File: src/rtl/minmax_sequencer.sv
// Frame min/max sequencer that time-shares one external 4-bit comparator.
// The first element of a frame seeds max/min directly. Each later element
// takes one accept cycle plus CMP_MAX and CMP_MIN cycles on the comparator.
// Optional build macro MINMAX_INDEX_EN adds the max_idx/min_idx position outputs.
`default_nettype none

module minmax_sequencer #(
   parameter int unsigned CNT_W = 5
) (
   input  logic             clk,
   input  logic             nrst,
   input  logic             in_valid,
   input  logic [3:0]       in_data,
   input  logic             in_last,
   output logic             in_ready,
   output logic [3:0]       cmp_a,
   output logic [3:0]       cmp_b,
   input  logic [2:0]       cmp_r,
   output logic [3:0]       max_out,
   output logic [3:0]       min_out,
   output logic [CNT_W-1:0] count,
`ifdef MINMAX_INDEX_EN
   output logic [CNT_W-1:0] max_idx,
   output logic [CNT_W-1:0] min_idx,
`endif
   output logic             busy,
   output logic             done
);

   localparam int unsigned  DATA_W  = 4;
   localparam logic [CNT_W-1:0] CNT_MAX = {CNT_W{1'b1}};
   localparam logic [2:0]   R_GT    = 3'b100;
   localparam logic [2:0]   R_LT    = 3'b001;

   typedef enum logic [1:0] {
      ACCEPT  = 2'd0,
      CMP_MAX = 2'd1,
      CMP_MIN = 2'd2,
      DONE    = 2'd3
   } state_t;

   state_t              state, state_nxt;
   logic [DATA_W-1:0]   max_q, max_nxt;
   logic [DATA_W-1:0]   min_q, min_nxt;
   logic [DATA_W-1:0]   cur_q, cur_nxt;
   logic [CNT_W-1:0]    cnt_q, cnt_nxt;
   logic                last_q, last_nxt;
   logic [DATA_W-1:0]   cmp_a_c, cmp_b_c;
`ifdef MINMAX_INDEX_EN
   logic [CNT_W-1:0]    max_idx_q, max_idx_nxt;
   logic [CNT_W-1:0]    min_idx_q, min_idx_nxt;
`endif

   // State and datapath registers with synchronous active-low reset
   always_ff @(posedge clk) begin
      if (!nrst) begin
         state     <= ACCEPT;
         max_q     <= '0;
         min_q     <= '0;
         cur_q     <= '0;
         cnt_q     <= '0;
         last_q    <= 1'b0;
`ifdef MINMAX_INDEX_EN
         max_idx_q <= '0;
         min_idx_q <= '0;
`endif
      end else begin
         state     <= state_nxt;
         max_q     <= max_nxt;
         min_q     <= min_nxt;
         cur_q     <= cur_nxt;
         cnt_q     <= cnt_nxt;
         last_q    <= last_nxt;
`ifdef MINMAX_INDEX_EN
         max_idx_q <= max_idx_nxt;
         min_idx_q <= min_idx_nxt;
`endif
      end
   end

   // Next-state, datapath update and comparator operand selection
   always_comb begin
      state_nxt   = state;
      max_nxt     = max_q;
      min_nxt     = min_q;
      cur_nxt     = cur_q;
      cnt_nxt     = cnt_q;
      last_nxt    = last_q;
      cmp_a_c     = '0;
      cmp_b_c     = '0;
`ifdef MINMAX_INDEX_EN
      max_idx_nxt = max_idx_q;
      min_idx_nxt = min_idx_q;
`endif
      unique case (state)
         ACCEPT: begin
            if (in_valid) begin
               if (cnt_q == '0) begin
                  // First element seeds both extremes without the comparator
                  max_nxt   = in_data;
                  min_nxt   = in_data;
                  cnt_nxt   = CNT_W'(1);
`ifdef MINMAX_INDEX_EN
                  max_idx_nxt = '0;
                  min_idx_nxt = '0;
`endif
                  state_nxt = in_last ? DONE : ACCEPT;
               end else begin
                  cur_nxt   = in_data;
                  last_nxt  = in_last;
                  state_nxt = CMP_MAX;
               end
            end
         end
         CMP_MAX: begin
            cmp_a_c = cur_q;
            cmp_b_c = max_q;
            // Only a clean one-hot greater-than result updates; ties keep first occurrence
            if (cmp_r == R_GT) begin
               max_nxt = cur_q;
`ifdef MINMAX_INDEX_EN
               max_idx_nxt = cnt_q;
`endif
            end
            state_nxt = CMP_MIN;
         end
         CMP_MIN: begin
            cmp_a_c = cur_q;
            cmp_b_c = min_q;
            if (cmp_r == R_LT) begin
               min_nxt = cur_q;
`ifdef MINMAX_INDEX_EN
               min_idx_nxt = cnt_q;
`endif
            end
            if (cnt_q != CNT_MAX) begin
               cnt_nxt = cnt_q + CNT_W'(1);
            end
            state_nxt = last_q ? DONE : ACCEPT;
         end
         DONE: begin
            // Results stay visible; count restarts for the next frame
            cnt_nxt   = '0;
            state_nxt = ACCEPT;
         end
         default: begin
            state_nxt = ACCEPT;
         end
      endcase
   end

   // Handshake and status are decoded from the state register, masked during reset
   assign in_ready = nrst && (state == ACCEPT);
   assign busy     = nrst && ((state == CMP_MAX) || (state == CMP_MIN));
   assign done     = nrst && (state == DONE);

   assign cmp_a    = cmp_a_c;
   assign cmp_b    = cmp_b_c;
   assign max_out  = max_q;
   assign min_out  = min_q;
   assign count    = cnt_q;
`ifdef MINMAX_INDEX_EN
   assign max_idx  = max_idx_q;
   assign min_idx  = min_idx_q;
`endif

endmodule

`default_nettype wire

File: config.mk
export PLATFORM = sky130hd
export DESIGN_NAME = minmax_sequencer
export DESIGN_NICKNAME = d
export VERILOG_FILES = /design/src/rtl/minmax_sequencer.sv
export SDC_FILE = /design/constraint.sdc
export NUM_CORES = 1
export LEC_CHECK = 0
export ABC_CLOCK_PERIOD_IN_PS = 1760
export CAP_MARGIN = 20
export CORE_MARGIN = 1
export CORE_UTILIZATION = 55
export DETAILED_ROUTE_END_ITERATION = 7
export DONT_BUFFER_PORTS = 1
export PLACE_DENSITY_LB_ADDON = 0.3
export SLEW_MARGIN = 25
export SYNTH_ARGS = -nofsm -noshare
export SYNTH_HDL_FRONTEND = slang
export SYNTH_SLANG_ARGS = --single-unit
File: constraint.sdc
create_clock -name clk -period 1.76 [get_ports clk]
set_input_delay 0.44 -clock clk [delete_from_list [all_inputs] [get_ports clk]]
set_output_delay 0.44 -clock clk [all_outputs]
set_load 0.05 [all_outputs]
==> results.cfg, run 1 <==
[yosys]
syn_avg_cell_area_sq_um = 8.825
ys_ff_latch = 20
syn_inst = 132
ys_seq_area_share_pct = 34.37
netlist_area_sq_um = 1165
yosysWarningCount = 0
ys_types = 28
synthesis.nets = 150

[cts]
numCtsBuffers = 3
cts.path.max_buffers = 2
clock-sinks = 20
htree_levels = 1
ctsRootBufferMaster = clkbuf_4

[placed_design]
portBuffers = 0
pre_cts_ws_ps = -164.0
place_congestion = 0.9267
dpl.hpwl_um = 2631

[sta]
worstEndpointType = sequential cell input
grt-worst-endpoint = count[4]$_SDFFE_PN0P_/D

[status]
haltStage = 5_1_grt
error_message = [ERROR DPL-0033] detailed placement checks failed during check placement.
status = stopped before the end

[floorplanning]
die_w_um = 48.02
die_h_um = 48.02
rows = 16
ios = 35
initial_core_util_pct = 58.78

[grt]
grt_max_degree = 17
antenna_found_initial = 0
[cells by family after synthesis]
group	synth area share (%)
adder cells (fa/ha/maj)	7.518
flip-flops	34.37
buffers and inverters	5.262
AND/OR/NAND/NOR	17.40
AO/OA/AOI/OAI	24.28
multiplexers	11.17
[metrics by stage]
stage	setup TNS [ps]	cells	instance area [sq um]	hold WS (ps)	utilization [%]
4_1_cts	-1586	204	1882	284.7	94.95
3_5_place_dp	-772.4	190	1655	476.4	83.52
3_3_place_gp	-107.8	190	1655	471.4	83.52
2_1_floorplan	-790.6	132	1254	471.5	-
[synthesized netlist by cell type]
master,instances,area (sq um)
dfxtp_1,20,400.4
a21oi_1,14,70.07
mux2i_1,13,130.1
nor2_1,9,33.78
a311oi_1,8,70.07
inv_1,8,30.03
ha_1,7,87.58
and2_1,6,37.54
clkbuf_1,6,22.52
nor2b_1,6,37.54
o21ai_0,6,30.03
a22oi_1,5,37.54
nand2_1,5,18.77
nand3_1,4,20.02
and3_2,2,15.01
a2111o_1,1,11.26
a2111oi_4,1,27.53
a21o_1,1,7.510
a31oi_1,1,6.260
buf_1,1,3.750
buf_2,1,5.000
nand4_1,1,6.260
nand4b_1,1,8.760
o21ai_1,1,5.000
o21ai_2,1,8.760
o32ai_1,1,8.760
or4b_4,1,13.76
or4bb_1,1,11.26
[timing repair]
item | in CTS
pin swaps | 15
setup endpoints to repair | 23
hold buffers | 0
resized for setup | 34
buffers inserted | 10
==> run 2: changes to the inputs <==
Settings changed: ABC_CLOCK_PERIOD_IN_PS 1760 to 2300, CORE_AREA set to 2 2 63 65, CORE_MARGIN 1 to unset, CORE_UTILIZATION 55 to unset, DIE_AREA set to 0 0 65 67, PLACE_DENSITY_LB_ADDON 0.3 to 0.15.
Clock period 1.76 ns to 2.3 ns, I/O delays scaled along.
==> run 2 against run 1 <==
  * The flow now finishes without violations
  * Area after synthesis stayed put
  * Synthesized cell count stayed put
==> results.cfg, run 2 <==
[status]
status = complete, no violations

[critical_path]
max_stage_delay_ps = 450
required_ps = 1730
crit_chain = inv_1, ha_2, nor2b_2, buf_12
crit_family = adder cells
r2r-end = count[0]$_SDFFE_PN0P_
cp_max_fo = 9
crit_buf_inv = 2
r2r_slack_ps = 320
cp_data_arrival_time_ps = 1560
endpoint_kind = primary output
crit_type = register to primary output
cp_slowest_cell = ha_2
r2r_cells = 6
r2r-start = count[0]$_SDFFE_PN0P_
start_kind = register

[cts]
clock-sinks = 20
cts.hold.buffers_added = 0
cts.path.max_buffers = 2
numCtsBuffers = 3
path_clk_slew_ps = 80
htree_levels = 1
ctsRootBufferMaster = clkbuf_8
insertion_delay_ps = 260
cts_tree = built
post_cts_buffers = 0

[yosys]
syn_inst = 132
synth_ff_type = dfxtp_1
synth.largest_area_cell = dfxtp_1
synth.top_cell.area_share_pct = 34.37
ys_ff_latch = 20
syn_avg_cell_area_sq_um = 8.825
synthesis.nets = 150
synthArstFlopShare_pct = 0
synth_edf_count = 0
synth.most_common_cell = dfxtp_1
ys_types = 28
netlist_area_sq_um = 1165
yosys-top-cells-count = dfxtp_1 (20), a21oi_1 (14), mux2i_1 (13)
ys_seq_area_share_pct = 34.37
ys_top_cells_by_area = dfxtp_1 (34%), mux2i_1 (11%), ha_1 (7.5%)
yosysWarningCount = 0

[drt]
drtIter0Drc = 34
via_per_inst = 5.088
ant_nets = 0
wl_per_cell_um = 14.85
drt_first_pass_iters = 4
dr_total_vias = 1043
routed_wl_um = 3045
drc = 0

[final_layout]
largest_reg_flops = 5
final_common_cell = buf_4
fillers = 362
final_cell_mix = buf_4 (26), dfxtp_1 (20), a21oi_1 (14)
fin_nets = 176
diodes = 0
finalInstanceArea_sq_um = 1543
area_delta_synth_final_pct = 32.44
fin_util_pct = 42.78
drive_gt1_share_pct = 28.66
instances_no_fill = 205

[pwr]
ir_drop_mv = 0.3851
power_density_nw_per_um2 = 1101
finalPower_mw = 1.699
power_leakage_nw = 0.6112

[floorplanning]
die-area_sq_um = 4355
initial_core_util_pct = 32.30
ios = 35
core_region_area_sq_um = 3606
rows = 22
die_w_um = 65
die_h_um = 67

[hold_path]
hp-start = nrst
holdPathStages = 2
min_to = count[3]$_SDFFE_PN0P_
hold_path_class = input pin to register

[grt]
track_usage_pct = 15.02
grt_overflow = 0
grt_pass1_vias = 1021
antenna_found_initial = 0
grt_max_degree = 19
grt_pass1_wl_um = 4947

[sta]
rsz0062_at_grt = no
drv_slew = 0
clock_skew_ps = 3.193
fin_tns_setup_ps = 0
fmax_ghz = 0.4681
finalSetupViolCount = 0
period_minus_slack_ps = 2136
hold_ws_ps = 459.0
final_hold_viol_count = 0
relSlewSlack_pct = 73.29
worst_pin_slew_ps = 400.7
layout_setup_ws_ps = 163.7
finalCritPeriodShare_pct = 92.88

[placed_design]
pre_cts_ws_ps = 223.9
placed_area_sq_um = 1464
portBuffers = 0
placed_cells = 201
dpl.hpwl_um = 2200
place_congestion = 0.8166

[job]
cap_viol_max_count = 0
==> run 2: cell counts after synthesis <==
Identical to the previous run, type by type.
==> run 2: how the worst max path moves through the flow <==
stage / from / endpoint / cells past startpoint
finish: state[1]$_SDFFE_PN0P_ / cmp_b[2] / 4
global route: state[1]$_SDFFE_PN0P_ / cmp_b[2] / 4
CTS: state[1]$_SDFFE_PN0P_ / cmp_b[3] / 4
detailed placement: state[0]$_SDFFE_PN0P_ / count[0]$_SDFFE_PN0P_ / 7
global placement: state[0]$_SDFFE_PN0P_ / count[2]$_SDFFE_PN0P_ / 7
floorplan: state[0]$_SDFFE_PN0P_ / cmp_b[2] / 6
==> run 2: logic make-up after synthesis <==
kind of cell / synth area share, %
and+or+nand+nor: 17.40
AOI/OAI and AO/OA: 24.28
DFF: 34.37
buffers and inverters: 5.262
muxes: 11.17
adders and majority gates: 7.518
==> run 2: layout make-up <==
class                           instances  area, sq um  area share, %
Clock buffer                            3        41.29          2.676
Clock inverter                          1        30.03          1.946
Inverter                                8        30.03          1.946
Multi-Input combinational cell         96        725.7          47.04
Sequential cell                        20        400.4          25.95
Tap cell                               48        60.06          3.893
Timing Repair Buffer                   29        255.2          16.55
==> run 2: power breakdown <==
part / internal [mW] / total (mW) / switching (mW) / leakage (nW)
clock network: 0.232 / 0.359 / 0.127 / 0.0357
registers: 0.413 / 0.446 / 0.0323 / 0.164
logic: 0.316 / 0.894 / 0.578 / 0.412
==> run 2: timing repair <==
item                                    CTS  global route
endpoints found under the setup margin    2             6
pin swaps                                 0             0
resized for setup                         1             2
==> run 2: layer usage <==
metal / up-vias / share of wire, % / wire, um / global-route usage [%]
met5: - / 0 / 0 / 0
met4: 0 / 0.56 / 17 / 4.787
met3: 2 / 5.8 / 178 / 3.885
met2: 24 / 46 / 1415 / 23.32
met1: 483 / 47 / 1434 / 20.20
li1: 534 / - / - / -
(Power assumes the default switching activity.)
